File: config.mk
export PLATFORM = sky130hd
export DESIGN_NAME = call_stack_ctrl
export DESIGN_NICKNAME = d
export VERILOG_FILES = /design/src/rtl/call_stack_ctrl.sv
export SDC_FILE = /design/constraint.sdc
export NUM_CORES = 1
export LEC_CHECK = 0
export CORE_AREA = 2 2 76 78
export CTS_CLUSTER_SIZE = 10
export DETAILED_ROUTE_END_ITERATION = 7
export DIE_AREA = 0 0 78 80
export PLACE_DENSITY_LB_ADDON = 0.1
export SYNTH_ARGS = -nofsm -noshare
export SYNTH_HDL_FRONTEND = slang
export SYNTH_SLANG_ARGS = --single-unit
File: constraint.sdc
create_clock -name clk -period 2.8 [get_ports clk]
set_clock_uncertainty 0.2 [all_clocks]
set_input_delay 0.28 -clock clk [delete_from_list [all_inputs] [get_ports clk]]
set_output_delay 0.28 -clock clk [all_outputs]
set_load 0.1 [all_outputs]
File: src/rtl/call_stack_ctrl.sv
// call_stack_ctrl
// Sequences a 16-slot (15 usable) 8-bit hardware stack for CALL, RET, INT and RETI.
// Legality of every request is decided from the controller's own occupancy count at
// accept time, so the stack never sees an overflowing or underflowing strobe.
// All outputs are registered.
// Optional build macro: CALL_STACK_INT_NEST_EN enables up to three nested INT levels.
// When it is undefined, only one INT level is allowed.

module call_stack_ctrl #(
    parameter int          DEPTH      = 15,
    parameter logic [7:0]  INT_VECTOR = 8'hF0
) (
    input  logic        clk,
    input  logic        reset_n,
    input  logic        req_valid,
    input  logic [1:0]  req_op,
    input  logic [7:0]  req_pc,
    input  logic [7:0]  req_target,
    input  logic [3:0]  req_flags,
    output logic        req_ready,
    output logic        done,
    output logic [7:0]  done_pc,
    output logic [3:0]  done_flags,
    output logic        fault,
    output logic [1:0]  fault_code,
    output logic        stk_push,
    output logic        stk_pop,
    output logic [7:0]  stk_din,
    input  logic [7:0]  stk_dout,
    input  logic        stk_overflow,
    input  logic        stk_underflow,
    output logic        desync,
    output logic        int_active,
    output logic [4:0]  depth
);

    localparam logic [1:0] OP_CALL = 2'b00;
    localparam logic [1:0] OP_RET  = 2'b01;
    localparam logic [1:0] OP_INT  = 2'b10;
    localparam logic [1:0] OP_RETI = 2'b11;

    typedef enum logic [2:0] {
        IDLE    = 3'd0,
        PUSH_PC = 3'd1,
        PUSH_FL = 3'd2,
        POP_1   = 3'd3,
        POP_2   = 3'd4,
        DONE    = 3'd5,
        FAULT   = 3'd6
    } state_t;

    state_t      state_r;
    logic [1:0]  op_r;
    logic [7:0]  target_r;
    logic [3:0]  flags_r;
    logic [3:0]  flags_cap_r;
    logic        nest_full_s;
    logic [1:0]  req_code_s;
`ifdef CALL_STACK_INT_NEST_EN
    logic [1:0]  nest_cnt_r;
`endif

    // Returns 2'b00 for a legal request, otherwise the fault code to report.
    function automatic logic [1:0] legality(input logic [1:0] op,
                                            input logic [4:0] occ,
                                            input logic       nest_full);
        logic [1:0] code;
        code = 2'b00;
        case (op)
            OP_CALL: if (occ > 5'(DEPTH - 1)) code = 2'b01; else code = 2'b00;
            OP_INT: begin
                if (nest_full)                 code = 2'b11;
                else if (occ > 5'(DEPTH - 2))  code = 2'b01;
                else                           code = 2'b00;
            end
            OP_RET:  if (occ < 5'd1) code = 2'b10; else code = 2'b00;
            OP_RETI: if (occ < 5'd2) code = 2'b10; else code = 2'b00;
            default: code = 2'b00;
        endcase
        return code;
    endfunction

    // Decide whether another INT level may be opened and classify the pending request.
    always_comb begin
        nest_full_s = 1'b0;
`ifdef CALL_STACK_INT_NEST_EN
        nest_full_s = (nest_cnt_r == 2'd3);
`else
        nest_full_s = int_active;
`endif
        req_code_s = legality(req_op, depth, nest_full_s);
    end

    // Main sequencer: state, stack strobes, occupancy, results and sticky status.
    always_ff @(posedge clk or negedge reset_n) begin
        if (!reset_n) begin
            state_r     <= IDLE;
            op_r        <= 2'b00;
            target_r    <= 8'h00;
            flags_r     <= 4'h0;
            flags_cap_r <= 4'h0;
            req_ready   <= 1'b1;
            done        <= 1'b0;
            done_pc     <= 8'h00;
            done_flags  <= 4'h0;
            fault       <= 1'b0;
            fault_code  <= 2'b00;
            stk_push    <= 1'b0;
            stk_pop     <= 1'b0;
            stk_din     <= 8'h00;
            desync      <= 1'b0;
            int_active  <= 1'b0;
            depth       <= 5'd0;
`ifdef CALL_STACK_INT_NEST_EN
            nest_cnt_r  <= 2'd0;
`endif
        end else begin
            done   <= 1'b0;
            fault  <= 1'b0;
            desync <= desync | stk_overflow | stk_underflow;
            case (state_r)
                IDLE: begin
                    if (req_valid) begin
                        op_r      <= req_op;
                        target_r  <= req_target;
                        flags_r   <= req_flags;
                        req_ready <= 1'b0;
                        if (req_code_s != 2'b00) begin
                            state_r    <= FAULT;
                            fault      <= 1'b1;
                            fault_code <= req_code_s;
                        end else if ((req_op == OP_CALL) || (req_op == OP_INT)) begin
                            state_r  <= PUSH_PC;
                            stk_push <= 1'b1;
                            stk_din  <= req_pc;
                        end else begin
                            state_r <= POP_1;
                            stk_pop <= 1'b1;
                        end
                    end else begin
                        req_ready <= 1'b1;
                    end
                end
                PUSH_PC: begin
                    depth <= depth + 5'd1;
                    if (op_r == OP_INT) begin
                        state_r  <= PUSH_FL;
                        stk_push <= 1'b1;
                        stk_din  <= {4'b0000, flags_r};
                    end else begin
                        state_r    <= DONE;
                        stk_push   <= 1'b0;
                        stk_din    <= 8'h00;
                        done       <= 1'b1;
                        done_pc    <= target_r;
                        done_flags <= 4'h0;
                    end
                end
                PUSH_FL: begin
                    depth      <= depth + 5'd1;
                    state_r    <= DONE;
                    stk_push   <= 1'b0;
                    stk_din    <= 8'h00;
                    done       <= 1'b1;
                    done_pc    <= INT_VECTOR;
                    done_flags <= 4'h0;
                    int_active <= 1'b1;
`ifdef CALL_STACK_INT_NEST_EN
                    nest_cnt_r <= nest_cnt_r + 2'd1;
`endif
                end
                POP_1: begin
                    depth <= depth - 5'd1;
                    if (op_r == OP_RETI) begin
                        state_r     <= POP_2;
                        flags_cap_r <= stk_dout[3:0];
                    end else begin
                        state_r    <= DONE;
                        stk_pop    <= 1'b0;
                        done       <= 1'b1;
                        done_pc    <= stk_dout;
                        done_flags <= 4'h0;
                    end
                end
                POP_2: begin
                    depth      <= depth - 5'd1;
                    state_r    <= DONE;
                    stk_pop    <= 1'b0;
                    done       <= 1'b1;
                    done_pc    <= stk_dout;
                    done_flags <= flags_cap_r;
`ifdef CALL_STACK_INT_NEST_EN
                    if (nest_cnt_r != 2'd0) begin
                        nest_cnt_r <= nest_cnt_r - 2'd1;
                        int_active <= (nest_cnt_r > 2'd1);
                    end else begin
                        int_active <= 1'b0;
                    end
`else
                    int_active <= 1'b0;
`endif
                end
                DONE: begin
                    state_r   <= IDLE;
                    req_ready <= 1'b1;
                end
                FAULT: begin
                    state_r    <= IDLE;
                    fault_code <= 2'b00;
                    req_ready  <= 1'b1;
                end
                default: begin
                    state_r   <= IDLE;
                    stk_push  <= 1'b0;
                    stk_pop   <= 1'b0;
                    stk_din   <= 8'h00;
                    req_ready <= 1'b1;
                end
            endcase
        end
    end

endmodule

==> flow_metrics.env, run 1 <==
export IMPL_place_congestion=0.828
export IMPL_hold_start="desync"
export IMPL_status="finished, final reports clean"
export IMPL_required_ns=2.79
export IMPL_viasPerCell=5.34
export IMPL_worstSetupPathType="register to register"
export IMPL_rsz0062_at_grt="false"
export IMPL_drcViolationCount=0
export IMPL_area_delta_synth_final_pct=31.6
export IMPL_num_rows=27
export IMPL_clk_pin_slew_ns=0.10
export IMPL_synth_flop_cell="dfrtp_1"
export IMPL_drt_pass1_iter_count=4
export IMPL_final_common_cell="dfrtp_1"
export IMPL_worst_pin_slew_ns=0.693
export IMPL_grt_usage=0.196
export IMPL_diodes=0
export IMPL_grt_max_degree=56
export IMPL_insertion_delay_ns=0.30
export IMPL_worstRegToRegCells=7
export IMPL_relSlewSlack=0.538
export IMPL_vias=2017
export IMPL_fmaxAchievable_ghz=0.423
export IMPL_setup_tns_ns=0
export IMPL_hold_class="register to register"
export IMPL_dp_hpwl_mm=4.16
export IMPL_ios=69
export IMPL_drive_above_1_share=0.258
export IMPL_fin_hold_ws_ns=0.274
export IMPL_die_area_um2=6240
export IMPL_synth_cells=232
export IMPL_cts_root_buffer="clkbuf_8"
export IMPL_synthDistinctLibCells=45
export IMPL_postSynthAreaPerCell_um2=11.0
export IMPL_first_iter_violations=82
export IMPL_coreArea_um2=5410
export IMPL_synth_edf_count=0
export IMPL_crit_arrival_ns=2.36
export IMPL_setup_viol=0
export IMPL_die_width_um=78
export IMPL_r2r_slack_ns=0.43
export IMPL_async_flop_share=1.00
export IMPL_drv_slew=0
export IMPL_nNetsFinal=344
export IMPL_period_share=0.845
export IMPL_drtAntennaViolNets=0
export IMPL_startpoint_type="register"
export IMPL_synth_area_um2=2550
export IMPL_endpoint_kind="register"
export IMPL_totalWireLength_mm=5.60
export IMPL_whs_endpoint="desync"
export IMPL_antenna_found_initial=0
export IMPL_synth_seq_cells=55
export IMPL_layout_common_cells="dfrtp_1, buf_4, clkdlybuf4s50_1, o21ai_0"
export IMPL_yosysWarnings=0
export IMPL_first_global_vias=1996
export IMPL_r2r_start="depth[1]"
export IMPL_yosysSeqAreaShare=0.541
export IMPL_gr_total_overflow=0
export IMPL_finalHoldViolCount=0
export IMPL_initial_core_util=0.471
export IMPL_numCtsBuffers=5
export IMPL_placedCellCount=369
export IMPL_cap_viol_max_count=0
export IMPL_die_h_um=80
export IMPL_grt_pass1_wl_mm=9.56
export IMPL_layoutNonFillerInstCount=378
export IMPL_syn_nets=271
export IMPL_cts_tree="yes"
export IMPL_min_period_ns=2.37
export IMPL_cts_repair_resized=0
export IMPL_cts_num_sinks=55
export IMPL_crit_fanout=9
export IMPL_r2r_end="stk_push"
export IMPL_htree_levels=2
export IMPL_cts_buffer_depth=2
export IMPL_numPortBuffers=68
export IMPL_holdPathStages=1
export IMPL_wire_per_inst_um=14.8
==> cells by family after synthesis <==
logic type | count (synthesis) | synth area share
AOI/OAI and AO/OA | 65 | 0.172
xor gates and xnor gates | 4 | 0.0138
adders and majority gates | 4 | 0.0197
buffers and inverters | 18 | 0.0349
DFF | 55 | 0.541
muxes | 22 | 0.0968
and+or+nand+nor | 64 | 0.122
==> routing by layer <==
layer  vias to the layer above  share of wire  wire length [µm]  global-route usage
li1                        989              -                 -                   -
met1                       968           0.48              2710               0.278
met2                        58           0.46              2590               0.308
met3                         2          0.052               289              0.0475
met4                         0         0.0030                17              0.0421
met5                         -              0                 0                   0
==> synth_stat cells (2+ instances only) <==
cell type / instances / share of area
a21o_1: 3 / 0.0088
a21oi_1: 12 / 0.024
a22o_1: 8 / 0.028
a2bb2oi_1: 4 / 0.014
a32oi_1: 6 / 0.021
and3_1: 2 / 0.0049
buf_2: 2 / 0.0039
buf_6: 2 / 0.0088
clkbuf_1: 6 / 0.0088
dfrtp_1: 54 / 0.53
ha_1: 4 / 0.020
inv_1: 6 / 0.0088
mux2_2: 21 / 0.093
nand2_1: 21 / 0.031
nand2b_1: 2 / 0.0049
nand3_1: 4 / 0.0079
nand4_1: 2 / 0.0049
nor2_1: 15 / 0.022
nor2b_1: 2 / 0.0049
nor3_1: 4 / 0.0079
o211ai_1: 2 / 0.0059
o21ai_0: 22 / 0.043
o32ai_1: 2 / 0.0069
or3_1: 3 / 0.0074
xor2_1: 3 / 0.010
==> flip-flops by register name, summed over array words and instances (netlist names) <==
name / cells
stk_pop: 1
op_r: 2
fault: 1
desync: 1
done: 1
done_pc: 8
stk_push: 1
fault_code: 2
flags_cap_r: 4
done_flags: 4
stk_din: 8
depth: 5
state_r: 3
req_ready: 1
flags_r: 4
target_r: 8
int_active: 1
==> layout make-up <==
| class | instances | area, µm² |
|---|---|---|
| flip-flops and latches | 55 | 1380 |
| fillers | 481 | 2050 |
| repair buffers | 78 | 668 |
| inverters | 6 | 22.5 |
| clock buffers | 5 | 68.8 |
| well taps | 72 | 90.1 |
| multi-input cells | 159 | 1080 |
| clock inverters | 3 | 43.8 |
==> worst max path at each step <==
stage / start / to / cells after the start
CTS: depth[0] / stk_push / 7
floorplan: depth[1] / stk_push / 7
global route: depth[1] / stk_push / 7
detailed placement: req_op[0] / fault_code[1] / 6
finish: depth[1] / stk_push / 7
global placement: req_op[1] / stk_push / 6
==> timing repair <==
action	4_1_cts	5_1_grt
endpoints found under the hold margin	54	0
hold buffers	1	0
buffers inserted	0	0
==> critical path, stage by stage, from the launching register on <==
cell and delay [ns]:
dfrtp_1 0.51, inv_1 0.13, ha_1 0.19, inv_1 0.05, a32oi_1 0.11, o211ai_1 0.57
a21oi_1 0.29, o32a_1 0.22
==> per-stage QoR <==
stage	worst slack (ns)	utilization	cell area (µm²)
6_report	0.435	0.620	3350
2_1_floorplan	0.0878	-	2550
3_5_place_dp	0.409	0.597	3230
4_1_cts	0.435	0.620	3350
3_3_place_gp	0.428	0.597	3230
5_1_grt	0.186	0.620	3350
Power of run 1 is left out: the tool's default activity adds up to more than one toggle a clock period on the data nets, which glitch-free logic cannot reach.
==> run 2, diff against run 1 <==
clock period = 2.3 ns   (was 2.8 ns; I/O delays follow)
==> flow_metrics.env, run 2 (synthesis results as in run 1) <==
export IMPL_cts_root_buffer="clkbuf_8"
export IMPL_hold_class="primary input to asynchronous set/reset pin"
export IMPL_endpoint_kind="register"
export IMPL_critPathMostFrequentCell="inv_1"
export IMPL_relSlewSlack=0.554
export IMPL_startpoint_type="register"
export IMPL_fillerInstances=442
export IMPL_coreArea_um2=5410
export IMPL_insertion_delay_ns=0.31
export IMPL_diodes=0
export IMPL_rsz0062_at_grt="false"
export IMPL_clk_pin_slew_ns=0.10
export IMPL_vias=2069
export IMPL_numCtsBuffers=5
export IMPL_gr_total_overflow=0
export IMPL_numPortBuffers=68
export IMPL_period_share=0.944
export IMPL_drtAntennaViolNets=0
export IMPL_cap_viol_max_count=0
export IMPL_crit_arrival_ns=2.17
export IMPL_cts_buffer_depth=2
export IMPL_die_width_um=78
export IMPL_die_area_um2=6240
export IMPL_setup_viol=0
export IMPL_fmaxAchievable_ghz=0.461
export IMPL_viasPerCell=5.29
export IMPL_finalHoldViolCount=0
export IMPL_drive_above_1_share=0.304
export IMPL_die_h_um=80
export IMPL_final_common_cell="buf_4"
export IMPL_antenna_found_initial=0
export IMPL_crit_fanout=9
export IMPL_place_congestion=0.856
export IMPL_worst_pin_slew_ns=0.669
export IMPL_worst_path_largest_cell_delay_ns=0.53
export IMPL_critPathSlowestCell="dfrtp_4"
export IMPL_fin_hold_ws_ns=0.275
export IMPL_first_iter_violations=90
export IMPL_status="finished, final reports clean"
export IMPL_drcViolationCount=0
export IMPL_required_ns=2.30
export IMPL_drv_slew=0
export IMPL_nNetsFinal=357
export IMPL_min_period_ns=2.17
export IMPL_setup_tns_ns=0
export IMPL_grt_usage=0.202
export IMPL_grt_pass1_wl_mm=9.82
export IMPL_cts_num_sinks=55
export IMPL_area_delta_synth_final_pct=36.3
export IMPL_dp_hpwl_mm=4.44
export IMPL_drt_pass1_iter_count=4
export IMPL_htree_levels=2
export IMPL_ios=69
export IMPL_num_rows=27
export IMPL_cts_tree="yes"
export IMPL_first_global_vias=2098
export IMPL_initial_core_util=0.471
export IMPL_wire_per_inst_um=15.1
export IMPL_critical_path_cell_chain="inv_1 -> ha_1 -> inv_1 -> a32oi_2 -> o211ai_1 -> a21o_1 -> a22o_1"
export IMPL_grt_max_degree=32
export IMPL_layout_common_cells="buf_4, dfrtp_1, clkdlybuf4s50_1, o21ai_0"
export IMPL_totalWireLength_mm=5.92
export IMPL_reg_top3="done_pc: 8 flops, stk_din: 8 flops, target_r: 8 flops"
export IMPL_worstSetupPathType="register to register"
[run 2: changes by cell type in the layout (fill, tap and decap cells not counted)]
cell	change
dfrtp_2	+2
a32oi_2	+1
a32oi_1	-1
dfrtp_1	-4
buf_4	+13
clkinv_4	-1
clkbuf_8	+1
dfrtp_4	+2
[run 2: final cells by class]
type / count / area, µm² / share of cell area
Inverter: 6 / 22.5 / 0.00649
Multi-Input combinational cell: 159 / 1090 / 0.313
Tap cell: 72 / 90.1 / 0.0260
Clock inverter: 2 / 35.0 / 0.0101
Sequential cell: 55 / 1390 / 0.400
Timing Repair Buffer: 91 / 766 / 0.221
Clock buffer: 6 / 82.6 / 0.0238
[run 2: worst max-delay path, delay by kind of cell (launching register included)]
kind                     cells  cell delay, ns
buffers and inverters        2            0.17
adder cells (fa/ha/maj)      1            0.15
AO/OA/AOI/OAI                4            1.00
flip-flops                   1            0.53
[run 2: worst paths after layout]
| kind | startpoint | cells after the start | end | slack [ns] |
|---|---|---|---|---|
| setup / recovery | depth[1] | 7 | stk_din[6] | 0.13 |
| hold / removal | reset_n | 2 | desync | 0.28 |
| setup reg to reg | depth[1] | 7 | stk_din[6] | 0.13 |
| hold reg to reg | desync | 1 | desync | 0.28 |
| max in group asynchronous | reset_n | 3 | depth[2] | 0.92 |
| min in group clk | desync | 1 | desync | 0.28 |
[run 2: what timing repair did]
item | 4_1_cts | 5_1_grt
endpoints found under the setup margin | 0 | 9
gates resized for setup | 0 | 1
hold buffers | 1 | 0
buffers inserted | 0 | 1
endpoints found under the hold margin | 28 | 0
[run 2: per-stage QoR]
step                area, µm²  utilization  worst slack, ns  instances
finish                   3470        0.642            0.129        391
global route             3470        0.642          0.00574        391
CTS                      3460        0.639           0.0682        390
detailed placement       3330        0.616           0.0524        381
global placement         3330        0.616            0.110        381
floorplan                2560            -          0.00522        232
[run 2: layer usage]
layer,up-vias,global-route usage,share of wire
met2,51,0.328,0.48
met5,-,0,0
li1,1005,-,-
met1,1004,0.273,0.45
met4,0,0.0579,0.013
met3,9,0.0475,0.053
Power of run 2 is left out for the same reason.
==> run 3, diff against run 2 <==
ABC_AREA = 1   (was unset)
CORE_AREA = 2 2 77 79   (was 2 2 76 78)
DIE_AREA = 0 0 79 81   (was 0 0 78 80)
==> flow_metrics.env, run 3 <==
export IMPL_muxShareOfSynthArea=0
export IMPL_synth_top_area_frac=0.524
export IMPL_cp_num_buf_inv=1
export IMPL_vias=2237
export IMPL_crit_fanout=9
export IMPL_coreArea_um2=5680
export IMPL_yosys_area_share_xor_xnor=0.0136
export IMPL_cts_root_buffer="clkbuf_8"
export IMPL_num_rows=28
export IMPL_postCtsSetupBuffers=0
export IMPL_synth_top_area_cell="dfrtp_1"
export IMPL_yosysWarnings=0
export IMPL_gr_total_overflow=0
export IMPL_drcViolationCount=0
export IMPL_period_share=0.890
export IMPL_synth_top_family_by_area="simple AND/OR/NAND/NOR gates"
export IMPL_cts_tree="yes"
export IMPL_critical_path_cell_chain="inv_1 -> ha_1 -> nand3_1 -> nor2_1 -> nor2_1 -> nand2_1 -> nand4_1 -> nand2_1 -> nand2_2 -> nand2_1 -> nand2_1"
export IMPL_insertion_delay_ns=0.30
export IMPL_die_area_um2=6400
export IMPL_min_period_ns=2.05
export IMPL_initial_core_util=0.455
export IMPL_fillerInstances=557
export IMPL_synth_area_um2=2580
export IMPL_synthDistinctLibCells=27
export IMPL_netlist_top_cells_area="dfrtp_1, nand2_1, o21ai_0"
export IMPL_cts_num_sinks=55
export IMPL_fin_hold_ws_ns=0.236
export IMPL_area_delta_synth_final_pct=30.3
export IMPL_ios=69
export IMPL_drv_slew=0
export IMPL_cts_buffer_depth=2
export IMPL_totalWireLength_mm=5.60
export IMPL_grt_max_degree=56
export IMPL_placedCellCount=448
export IMPL_cts_repair_resized=0
export IMPL_critPathMostFrequentCell="nand2_1"
export IMPL_antenna_found_initial=0
export IMPL_worst_pin_slew_ns=0.356
export IMPL_setup_viol=0
export IMPL_required_ns=2.30
export IMPL_synth_common_cells="nand2_1, dfrtp_1, inv_1"
export IMPL_yosysSeqAreaShare=0.534
export IMPL_seq_area_um2=1380
export IMPL_drive_above_1_share=0.175
export IMPL_grt_pass1_wl_mm=9.41
export IMPL_reg_top3="done_pc: 8 flops, stk_din: 8 flops, target_r: 8 flops"
export IMPL_dp_hpwl_mm=4.19
export IMPL_syn_nets=346
export IMPL_die_h_um=81
export IMPL_async_flop_share=1.00
export IMPL_synth_compound_area_share=0.101
export IMPL_htree_levels=2
export IMPL_setup_tns_ns=0
export IMPL_clk_pin_slew_ns=0.09
export IMPL_grt_usage=0.188
export IMPL_fmaxAchievable_ghz=0.489
export IMPL_startpoint_type="register"
export IMPL_nNetsFinal=420
export IMPL_yosys_cell_count_top_type="nand2_1"
export IMPL_numPortBuffers=68
export IMPL_status="finished, final reports clean"
export IMPL_numCtsBuffers=5
export IMPL_synth_edf_count=0
export IMPL_critPathSlowestCell="dfrtp_2"
export IMPL_hold_buffers=1
export IMPL_synth_cells=307
export IMPL_worst_path_largest_cell_delay_ns=0.46
export IMPL_synth_simple_gate_area_frac=0.266
export IMPL_cap_viol_max_count=0
export IMPL_relSlewSlack=0.762
export IMPL_drtAntennaViolNets=0
export IMPL_drt_pass1_iter_count=4
export IMPL_rsz0062_at_grt="false"
export IMPL_r2r_slack_ns=0.25
export IMPL_worstSetupPathType="register to register"
export IMPL_postSynthAreaPerCell_um2=8.40
export IMPL_crit_arrival_ns=2.04
export IMPL_viasPerCell=4.89
export IMPL_finalHoldViolCount=0
export IMPL_crit_family="simple AND/OR/NAND/NOR gates"
export IMPL_wire_per_inst_um=12.3
export IMPL_multiInputGateArea_um2=1030
export IMPL_final_common_cell="nand2_1"
export IMPL_layoutNonFillerInstCount=457
export IMPL_first_global_vias=1987
export IMPL_first_iter_violations=81
export IMPL_endpoint_kind="register"
export IMPL_hold_class="primary input to asynchronous set/reset pin"
export IMPL_diodes=0
export IMPL_synth_seq_cells=55
export IMPL_synthAdderAreaFrac=0.0194
export IMPL_synth_flop_cell="dfrtp_1"
export IMPL_place_congestion=0.791
export IMPL_layout_common_cells="nand2_1, dfrtp_1, buf_4, clkdlybuf4s50_1, inv_1"
export IMPL_die_width_um=79
## run 3: cell count changes after synthesis, moves of 5 or more
cell and delta:
mux2_2 -21, a32oi_1 -6, nand2_1 +69, nand2_2 +5, inv_1 +21, nor2_1 +9
nand4_1 +5, inv_2 +6, nand3_1 +17, a22o_1 -8, a21oi_1 +6, clkbuf_1 -6
## run 3: worst paths after layout
kind | startpoint | end | cells past startpoint
worst min-delay path | reset_n | done_flags[0] | 3
worst max-delay path | depth[1] | stk_din[7] | 11
max in group asynchronous | reset_n | req_ready | 3
min in group clk | req_target[4] | target_r[4] | 3
worst max register to register | depth[1] | stk_din[7] | 11
worst min register to register | flags_cap_r[3] | flags_cap_r[3] | 2
## run 3: routing by layer
layer	routed length (µm)	global-route usage
met5	0	0
met4	52	0.0569
met3	255	0.0400
met2	2660	0.295
met1	2640	0.266
## run 3: kinds of logic (layout without fill, tap and decap cells)
group | Yosys count | count (layout)
compound gates | 48 | 48
xor+xnor | 4 | 4
fa+ha+maj | 4 | 4
buf+inv | 40 | 115
flops | 55 | 55
simple gates | 156 | 156
## run 3: cell type report
cell class	instances	area share
Tap cell	75	0.0279
Inverter	33	0.0369
Clock buffer	8	0.0238
Timing Repair Buffer	74	0.194
Sequential cell	55	0.411
Multi-Input combinational cell	212	0.307
## run 3: metrics by stage
stage               cell area, µm²  setup slack, ns   util
finish                        3360            0.253  0.592
global route                  3360          0.00422  0.592
CTS                           3360            0.231  0.592
detailed placement            3270            0.253  0.576
global placement              3270            0.287  0.576
floorplan                     2580           0.0817      -
## run 3: worst min-delay path, cell delays in order
cell and delay [ns]:
dlygate4sd3_1 0.52, buf_2 0.12, buf_12 0.27
Power of run 3 is left out for the same reason.
==> variant (config.mk and constraints of run 1) <==
Build with the macro `CALL_STACK_INT_NEST_EN` defined.
--- a/src/rtl/call_stack_ctrl.sv
+++ b/src/rtl/call_stack_ctrl.sv
@@ -6,4 +6,6 @@
 // Optional build macro: CALL_STACK_INT_NEST_EN enables up to three nested INT levels.
 // When it is undefined, only one INT level is allowed.
+
+`define CALL_STACK_INT_NEST_EN
 
 module call_stack_ctrl #(
Behaviour: not the same (a bounded check fails within 10 cycles, from zero or initial values and one cycle with reset_n low).
==> variant against run 1 <==
- synthesized area increased by 13%
- sequential cell count is 2 higher
- critical path type unchanged
- routed wire length rose by 15%
- synthesized cell count up 15%
- setup slack got worse by 0.032 ns
- count of clock-buffer cells in the layout grew 7
- highest routed layer unchanged
- die area is the same
- critical path depth shrank 1
- final area is 13% higher
Power is left out: the tool's default activity adds up to more than one toggle a clock period on the data nets, which glitch-free logic cannot reach.
==> variant: results (changes against run 1) <==
status: finished clean (unchanged)
vias in the first global route: 2,179 (was 1,996)
antenna violations before repair: 0 (unchanged)
Cell variety after synth: 56 (was 45)
Setup CP Type: flop to flop (unchanged)
CTS max path bufs: 2 (unchanged)
Post-DRT Antenna Nets: 0 (unchanged)
Final setup viols: 0 (unchanged)
Primary FF master, synth: dfrtp_1 (unchanged)
most instantiated cells after synthesis: dfrtp_1, nand2_1, a22o_1 (was dfrtp_1, o21ai_0, mux2_2, nand2_1, nor2_1)
Worst-path clk slew: 0.07 ns (was 0.10 ns)
clk_lat worst skew: 0.33 ns (was 0.30 ns)
Placed Cells: 400 (was 369)
Fmax: 417 MHz (was 423 MHz)
Worst R2R Start: depth[1] (unchanged)
Root Buffer: clkbuf_8 (unchanged)
crit path to: stk_din[3] (was stk_push)
reg2reg setup slack: 0.40 ns (was 0.43 ns)
Port Buffer Count: 68 (unchanged)
fillers: 428 (was 481)
GRT Total Usage: 22.4% (was 19.6%)
Seq/Total Area, Yosys: 49.8% (was 54.1%)
relative slew slack: 35.6% (was 53.8%)
Iter 0 DRT Violations: 88 (was 82)
Final Wtd Congestion: 0.766 (was 0.828)
Max stage delay on crit path: 0.59 ns (was 0.57 ns)
ratio of cells with drive above 1 in the final layout: 22.6% (was 25.8%)
diodes inserted: 0 (unchanged)
fraction of registers with async set/reset: 100% (unchanged)
post-DR vias/cell: 5.33 (was 5.34)
Reg area: 1430 um2 (was 1380 um2)
first-pass GRT wire length: 10.6 mm (was 9.56 mm)
R2R cell count: 6 (was 7)
CTS Buf Count: 9 (was 5)
Hold Slack: 0.273 ns (was 0.274 ns)
placed cell area: 3510 um2 (was 3230 um2)
Worst Path Arrival: 2.41 ns (was 2.36 ns)
post-DR wirelength/cell: 15.5 um (was 14.8 um)
final wirelength: 6.45 mm (was 5.60 mm)
reg2reg end: stk_din[3] (was stk_push)
CP top delay family: multiplexers (was compound AO/OA/AOI/OAI gates)
dpl ws: 0.382 ns (was 0.409 ns)
CTS HTree Levels: 3 (was 2)
Mapped Nets: 309 (was 271)
CP max FO: 10 (was 9)
Slowest cell on crit path: dfrtp_1 (was o211ai_1)
largest net degree at the start of global routing: 45 (was 56)
Avg Inst Size Synth: 10.7 um2 (was 11.0 um2)
Area contributors post-synth: dfrtp_1, nand2_1, a22o_1, ha_1, mux2_2 (was dfrtp_1, mux2_2, o21ai_0, nand2_1, a22o_1)
Hold Crit Class: primary input to flop (was flop to flop)
DP HPWL: 4.57 mm (was 4.16 mm)
biggest regs: done_pc x8, stk_din x8, target_r x8 (unchanged)
Syn. warnings: 0 (unchanged)
Nets: 382 (was 344)
FP Rows: 27 (unchanged)
-- variant: kinds of logic (layout without fill, tap and decap cells) --
group	Yosys count	count (layout)	share of synthesized area (%)
multiplexers	17	17	6.85
flip-flops	57	57	49.8
AO/OA/AOI/OAI	63	63	17.5
adder cells (fa/ha/maj)	7	7	3.05
XOR/XNOR	6	6	1.83
buffers and inverters	19	97	3.88
AND/OR/NAND/NOR	98	98	17.1
-- variant: worst register-to-register path, cell delays in order, from the launching register on --
cell,delay (ns)
dfrtp_1,0.59
inv_1,0.13
ha_1,0.23
mux2i_1,0.22
a211oi_1,0.13
o21ai_2,0.41
mux2_2,0.39
-- variant: what timing repair did --
item	in CTS	in global routing
hold endpoints to repair	41	0
hold buffers	1	0
resized for setup	0	0
-- variant: cell type report --
cell class	count	share of cell area [%]
tap	72	2.39
timing repair buffer	74	16.9
sequential	57	37.8
multi-input combinational	191	35.2
inverter	7	0.896
clock inverter	4	2.62
clock buffer	12	4.11
-- variant: worst min-delay path by stage --
stage,start,end,cells past startpoint
6_report,req_target[3],target_r[3],3
5_1_grt,req_target[6],target_r[6],3
4_1_cts,req_target[0],target_r[0],3
3_5_place_dp,desync,desync,1
3_3_place_gp,target_r[6],target_r[6],2
2_1_floorplan,reset_n,depth[0],0
-- variant: metal layers --
metal  share of wire [%]  track usage [%]  vias up
met3                 4.5             5.43       11
met2                  47             35.1       57
met1                  46             30.3     1054
met4                 2.0             8.42        0
li1                    -                -     1102
met5                   0                0        -
